===== config.mk =====
export PLATFORM = sky130hd
export DESIGN_NAME = sm83_regbank
export DESIGN_NICKNAME = d
export VERILOG_FILES = /design/src/rtl/sm83_pkg.sv /design/src/rtl/sm83_incdec.sv /design/src/rtl/sm83_regbank.sv
export SDC_FILE = /design/constraint.sdc
export NUM_CORES = 1
export LEC_CHECK = 0
export ABC_AREA = 1
export BUFFER_PORTS_ARGS = -buffer_cell sky130_fd_sc_hd__buf_2
export CORE_UTILIZATION = 56
export CTS_BUF_LIST = sky130_fd_sc_hd__clkbuf_2 sky130_fd_sc_hd__clkbuf_4 sky130_fd_sc_hd__clkbuf_8
export CTS_CLUSTER_SIZE = 12
export DETAILED_ROUTE_END_ITERATION = 16
export GPL_ROUTABILITY_DRIVEN = 0
export GPL_TIMING_DRIVEN = 0
export PLACE_DENSITY_LB_ADDON = 0.15
export SLEW_MARGIN = 20
export SYNTH_ARGS = -nofsm -noshare
export SYNTH_HDL_FRONTEND = slang
export SYNTH_SLANG_ARGS = --single-unit

===== constraint.sdc =====
create_clock -name clk -period 3.99 [get_ports clk]
set_input_delay 0.1995 -clock clk [delete_from_list [all_inputs] [get_ports clk]]
set_output_delay 0.1995 -clock clk [all_outputs]
set_load 0.01 [all_outputs]

===== src/rtl/sm83_pkg.sv =====
// Shared types and constants for the sm83 register bank: word/pair types,
// inc/dec mode encoding and the conventional register-pair indices.
package sm83_pkg;

  localparam int WORD_SIZE_DEF = 8;

  typedef logic [WORD_SIZE_DEF-1:0]   word_t;
  typedef logic [2*WORD_SIZE_DEF-1:0] pair_t;

  typedef enum logic [1:0] {
    INC_HOLD  = 2'd0,
    INC_UP    = 2'd1,
    INC_DOWN  = 2'd2,
    INC_LATCH = 2'd3
  } inc_mode_t;

  localparam int BC = 0;
  localparam int DE = 1;
  localparam int HL = 2;
  localparam int AF = 3;
  localparam int SP = 4;
  localparam int PC = 5;

endpackage


===== src/rtl/sm83_incdec.sv =====
// Combinational +/-1 unit for a register pair, with a wrap flag raised on
// +1 from all-ones or -1 from zero.
module sm83_incdec #(
  parameter int WIDTH = 16
) (
  input  logic [WIDTH-1:0] i_val,
  input  logic             i_down,
  output logic [WIDTH-1:0] o_val,
  output logic             o_wrap
);

  always_comb begin
    if (i_down) begin
      o_val  = i_val - WIDTH'(1);
      o_wrap = (i_val == '0);
    end else begin
      o_val  = i_val + WIDTH'(1);
      o_wrap = &i_val;
    end
  end

endmodule


===== src/rtl/sm83_regbank.sv =====
// Register-pair bank with address latch and two-phase inc/dec sequencer.
// Define SM83_REGBANK_ALT_EN to build the shadow (alternate) register set.
module sm83_regbank
  import sm83_pkg::*;
#(
  parameter int                   WORD_SIZE = WORD_SIZE_DEF,
  parameter int                   NUM_PAIRS = 6,
  parameter int                   AF_IDX    = AF,
  parameter logic [WORD_SIZE-1:0] FLAG_MASK = 'hF0,
  parameter int                   NUM_ALT   = 3,
  localparam int                  SEL_W     = $clog2(NUM_PAIRS),
  localparam int                  PW        = 2 * WORD_SIZE
) (
  input  logic             clk,
  input  logic             n_reset,
  input  logic [SEL_W-1:0] rd_sel,
  output logic [PW-1:0]    rd_pair,
  input  logic [SEL_W-1:0] wr_sel,
  input  logic             wr_hi_we,
  input  logic             wr_lo_we,
  input  logic [PW-1:0]    wr_data,
  input  logic             inc_start,
  input  logic [SEL_W-1:0] inc_sel,
  input  logic [1:0]       inc_mode,
  output logic             inc_busy,
  output logic             inc_carry,
  output logic [PW-1:0]    al_out,
  input  logic             alt_swap
);

  typedef enum logic {ST_IDLE, ST_WB} state_t;

  state_t           r_state, w_state_nxt;
  logic [PW-1:0]    r_pairs     [NUM_PAIRS];
  logic [PW-1:0]    w_pairs_nxt [NUM_PAIRS];
  logic [PW-1:0]    r_al;
  logic [SEL_W-1:0] r_sel;
  logic             r_down;
  logic             r_carry;
  logic [PW-1:0]    w_inc_val;
  logic             w_inc_wrap;
  logic             w_start;
  logic             w_modify;
  logic             w_do_swap;
  inc_mode_t        w_mode;

  function automatic logic sel_ok(input logic [SEL_W-1:0] s);
    return int'(s) < NUM_PAIRS;
  endfunction

  assign rd_pair   = sel_ok(rd_sel) ? r_pairs[rd_sel] : '0;
  assign inc_busy  = (r_state == ST_WB);
  assign inc_carry = r_carry;
  assign al_out    = r_al;

  assign w_mode   = inc_mode_t'(inc_mode);
  assign w_modify = (w_mode == INC_UP) || (w_mode == INC_DOWN);
  assign w_start  = inc_start && (r_state == ST_IDLE) && sel_ok(inc_sel);

  sm83_incdec #(.WIDTH(PW)) u_incdec (
    .i_val  (r_al),
    .i_down (r_down),
    .o_val  (w_inc_val),
    .o_wrap (w_inc_wrap)
  );

  // NOTE: every variable written in always_comb gets a default first, otherwise a latch is inferred.
  always_comb begin
    w_state_nxt = r_state;
    case (r_state)
      ST_IDLE: if (w_start && w_modify) w_state_nxt = ST_WB;
      ST_WB:   w_state_nxt = ST_IDLE;
      default: w_state_nxt = ST_IDLE;
    endcase
  end

`ifdef SM83_REGBANK_ALT_EN
  logic [PW-1:0] r_shadow [NUM_ALT];
  logic          r_swap_pend;

  // A swap requested during write-back waits one cycle so it never races the inc result.
  assign w_do_swap = (alt_swap || r_swap_pend) && (r_state == ST_IDLE);

  always_ff @(posedge clk or negedge n_reset) begin
    if (!n_reset) begin
      for (int i = 0; i < NUM_ALT; i++) r_shadow[i] <= '0;
      r_swap_pend <= 1'b0;
    end else begin
      if (w_do_swap) begin
        for (int i = 0; i < NUM_ALT; i++) r_shadow[i] <= r_pairs[i];
      end
      r_swap_pend <= alt_swap && (r_state == ST_WB);
    end
  end
`else
  logic w_unused_swap;
  localparam int unused_num_alt = NUM_ALT;
  assign w_unused_swap = alt_swap;
  assign w_do_swap     = 1'b0;
`endif

  // Priority, lowest first: swap, inc write-back, write port (per byte).
  always_comb begin
    for (int i = 0; i < NUM_PAIRS; i++) begin
      w_pairs_nxt[i] = r_pairs[i];
`ifdef SM83_REGBANK_ALT_EN
      if (w_do_swap && (i < NUM_ALT)) w_pairs_nxt[i] = r_shadow[i];
`endif
      if ((r_state == ST_WB) && (r_sel == SEL_W'(i))) w_pairs_nxt[i] = w_inc_val;
      if (sel_ok(wr_sel) && (wr_sel == SEL_W'(i))) begin
        if (wr_hi_we) w_pairs_nxt[i][PW-1:WORD_SIZE] = wr_data[PW-1:WORD_SIZE];
        if (wr_lo_we) w_pairs_nxt[i][WORD_SIZE-1:0] = wr_data[WORD_SIZE-1:0];
      end
      if (i == AF_IDX) w_pairs_nxt[i][WORD_SIZE-1:0] = w_pairs_nxt[i][WORD_SIZE-1:0] & FLAG_MASK;
    end
  end

  // NOTE: the register file is reset explicitly because software relies on all pairs reading 0.
  always_ff @(posedge clk or negedge n_reset) begin
    if (!n_reset) begin
      for (int i = 0; i < NUM_PAIRS; i++) r_pairs[i] <= '0;
    end else begin
      for (int i = 0; i < NUM_PAIRS; i++) r_pairs[i] <= w_pairs_nxt[i];
    end
  end

  // NOTE: sequential state uses non-blocking assignments so all registers update from pre-edge values.
  always_ff @(posedge clk or negedge n_reset) begin
    if (!n_reset) begin
      r_state <= ST_IDLE;
      r_al    <= '0;
      r_sel   <= '0;
      r_down  <= 1'b0;
      r_carry <= 1'b0;
    end else begin
      r_state <= w_state_nxt;
      if (w_start) begin
        r_al   <= r_pairs[inc_sel];
        r_sel  <= inc_sel;
        r_down <= (w_mode == INC_DOWN);
      end
      if (r_state == ST_WB) r_carry <= w_inc_wrap;
    end
  end

endmodule


### Word level (Yosys, flattened, before mapping)

Index checks and enable logic that the tools add are counted.

* bitwise operators: 3
* order comparisons: 5
* mux-type cells: 35
* add/subtract/negate cells: 2
* eq/ne operators: 12
* reduce and logical (&&, ||, !) cells: 20

Operators by type and width (number)
* 16-bit two-way mux: 18
* 16-bit binary-select mux with 3-bit select: 2
* 8-bit two-way mux: 12
* 16-bit by 1-bit adder with 16-bit output, second input constant: 1
* 16-bit zero test: 1
* 16-bit AND reduction: 1
* 16-bit by 1-bit subtractor with 16-bit output, second input constant: 1
* 1-bit logical AND: 15
* 3-bit by 2-bit equality test with 1-bit output, second input constant: 4
* 3-bit equality test, second input constant: 4
* 3-bit less-than comparator, second input constant: 3
* 4-bit >= comparator, second input constant: 2
* 3-bit inverter with 4-bit output: 2
* 3-bit by 1-bit equality test with 1-bit output, second input constant: 2
* 3-bit zero test: 2
* 2-bit by 1-bit equality test with 1-bit output, second input constant: 1
* 2-bit equality test, second input constant: 1
* 1-bit two-way mux: 2
* 1-bit case mux with 2 select lines: 1
* 1-bit logical OR: 1
* 1-bit inverter: 1

* output and inout port bits: 34
* input port bits: 33
* bits in registers: 114
* logic and storage cells: 88

### Depth between registers and ports, before layout

* depth in word-level cells: 6
* gate-level depth with buffers: 11
* mapped depth without buffers: 11

### Modules after synthesis

A second synthesis with hierarchy kept.

* cells, all modules: 1319
* area total of the unflattened synthesis: 8338.0 um2

Modules (own cells, without submodules)
* sm83_regbank: instances 1, cells each 1118, area each 7315.8 um2
* sm83_incdec: instances 1, cells each 201, area each 1022.2 um2

### Worst setup path after synthesis

Ideal clock, no wire load.

* kind: register to register
* start: register r_down
* end: register r_pairs[8] (netlist name)
* period minus slack after synthesis: 1.962 ns
* setup slack: 2.028 ns
* setup time: 0.123 ns
* data required time: 3.867 ns
* arrival time: 1.839 ns
* stages on the path, launching flop included: 10
* path through: dfrtp_1 -> ha_1 -> or2_0 -> and2_1 -> nand2_1 -> nand3_1 -> nand2_1 -> nand2_1 -> o21ai_0 -> nand2_1

RTL lines
* from (decl): line sm83_regbank.sv:38 `logic r_down;`
* from (signal assigned): line sm83_regbank.sv:140 `r_down <= (w_mode == INC_DOWN);`
* to (decl): line sm83_regbank.sv:34 `logic [PW-1:0] r_pairs [NUM_PAIRS];`

==> qor.yml <==
cts:
  htree_levels: 4
  cts_tree: "yes"
  clk_path_buf_depth: 2
  clk_pin_slew_worst_paths_ns: 0.07
  cts_setup_buffers: 0
  ctsResizeCount: 0
  cts.sinks: 114
  clk_latency_ns: 0.46
  cts_root_buf: "clkbuf_8"
  cts_buffers: 17
synth:
  ys_top_cells_by_count: "307 x nand2_1, 189 x o21ai_0, 145 x inv_1"
  synth.area.top_cells: "dfrtp_1 36%, nand2_1 15%, o21ai_0 12%"
  yosys_warnings: 0
  ys_async_sr_fraction_pct: 100
  syn_nets: 1237
  synth_top_area_share_pct: 36.3
  ys.flop_type: "dfrtp_1"
  ys_seq_area_share_pct: 36.3
  synthCells: 1188
  synthDistinctLibCells: 41
  synth_area_per_cell_sq_um: 6.61
  ys_ff_latch: 114
  synth.most_common_cell: "nand2_1"
  synth_top_area_cell: "dfrtp_1"
  synth-edff-count: 0
  synth_area_sq_um: 7850
min_path:
  worstHoldPathType: "input port to register"
  min_path_cells: 3
routing:
  drtIter0Drc: 1087
  drc_errors: 0
  vias: 8723
  routed_wl_um: 26500
  firstDrtPassIters: 8
  wl_per_cell_um: 18.2
  ant_nets: 0
  via_per_inst: 5.98
power_and_ir_drop:
  ir_drop_mv: 0.314
  p_per_area_nw_per_um2: 522
  power.leakage_nw: 4.44
critical_path:
  critical_path_class: "register to register"
  worstSetupStartpointType: "register"
  cp.depth: 8
  crit_path_top_delay_cell: "dfrtp_1"
  worstPathCellList: "ha_1 > or2_0 > and2_1 > nand3_1 > nand4_1 > nand3_1 > nand2_1 > nand2_1"
  arrival_ns: 2.97
  cp_top_family: "simple AND/OR/NAND/NOR gates"
  worstPathRequired_ns: 4.39
  r2r.worst_path.cells: 8
  critical_path_buf_inv_count: 0
  endpoint_kind: "register"
  slowest_delay_ns: 0.78
  crit_fanout: 17
floorplan:
  start_util_pct: 58.4
  die_h_um: 120
  dieArea_sq_um: 14500
  placementRows: 42
  core_sq_um: 13500
  die_x_um: 120
  io_pins: 67
job:
  drv_cap: 0
grt:
  grt_pass1_wl_um: 41200
  grt_overflow: 0
  track_usage_pct: 37.5
  antenna_found_initial: 0
  grt_max_degree: 61
  first_global_vias: 7879
sta:
  skew_ns: 0.00824
  min_period_ns: 2.58
  rsz0062_at_grt: "no"
  max_freq_ghz: 0.388
  finalCritPeriodShare_pct: 64.6
  tns_ns: 0
  slew_headroom_pct: 49.3
  hold_viol: 0
  hold_slack_ns: 0.00837
  fin_ws_ns: 1.41
  drv_slew: 0
  setup_viol: 0
  tightest_slew_ns: 0.760
layout:
  multi_input_area_sq_um: 4200
  num_antenna_cells: 0
  drive_gt1_share_pct: 10.4
  nets: 1319
  area_delta_synth_final_pct: 12.1
  final-seq-area_sq_um: 2850
  fill_cells: 1304
placed_design:
  pre_cts_ws_ns: 1.50
  dp_hpwl_um: 20900
  io_buffer_count: 61
run_status:
  status: "complete, no violations"
-- metal layers --
metal,share of wire [%],GRT usage (%),vias up,wire (um)
li1,-,-,4115,-
met3,11,7.55,83,2850
met5,0,0,-,0
met1,40,49.8,3966,10600
met4,3.6,18.5,0,968
met2,45,58.4,559,12100
-- stage by stage --
step                      std cells  power, mW  cell area (sq um)  utilization, %
final                          1459       4.60               8810            65.5
after global routing           1459       4.86               8810            65.5
after CTS                      1459       4.53               8810            65.5
after detailed placement       1426       3.47               8410            62.5
after global placement         1425       3.42               8380            62.3
after floorplan                1188       2.89               7850               -
-- worst paths after layout --
path | from | end | slack (ns)
min in group asynchronous | n_reset | r_pairs[64] | 0.28
setup reg to reg | r_down | r_pairs[76] | 1.41
setup / recovery | r_down | r_pairs[76] | 1.41
hold / removal | inc_mode[1] | inc_busy | 0.008
max in group asynchronous | n_reset | r_pairs[11] | 3.00
hold reg to reg | inc_carry | inc_carry | 0.50
-- flip-flops by register name, summed over array words and instances (netlist names) --
register / flops
inc_carry: 1
r_sel: 3
inc_busy: 1
r_down: 1
al_out: 16
r_pairs: 92
-- cell usage in the layout, fill, tap and decap left out, types with 23 or more instances in the layout --
master	Yosys	routed
inv_1	145	145
o21ai_0	189	189
buf_2	13	73
dfrtp_1	114	114
nand3_1	63	63
a21oi_1	80	80
clkbuf_1	23	23
nand2_1	307	307
o22ai_1	31	31
nor2_1	99	99
-- tightest hold or removal path: cells and delay by family --
| kind | cells | cell delay (ns) |
|---|---|---|
| simple gates | 1 | 0.04 |
| fa+ha+maj | 1 | 0.11 |
| buf+inv | 1 | 0.08 |
-- cells by family (layout without fill, tap and decap cells) --
family                     count (synthesis)  after routing  share of synthesized area [%]
AOI/OAI and AO/OA                        350            350                           24.1
DFF                                      114            114                           36.3
xor gates and xnor gates                   5              5                          0.558
adders and majority gates                 16             16                           2.64
and+or+nand+nor                          500            500                           26.2
buffers and inverters                    203            298                           10.1
-- layout make-up --
class | instances | share of cell area, %
Buffer | 47 | 2.37
Clock buffer | 23 | 3.45
Clock inverter | 9 | 0.909
Inverter | 156 | 6.68
Multi-Input combinational cell | 871 | 47.7
Sequential cell | 114 | 32.4
Tap cell | 176 | 2.50
Timing Repair Buffer | 63 | 3.96
-- what timing repair did --
action,4_1_cts,5_1_grt
endpoints found under the hold margin,54,0
hold buffers,1,0
endpoints found under the setup margin,0,0
-- power by group --
| group | switching, mW | internal, mW |
|---|---|---|
| Sequential | 0.300 | 1.52 |
| Clock | 0.493 | 0.566 |
| Combinational | 1.14 | 0.587 |
Note: power is estimated with default switching activity, not from simulation.
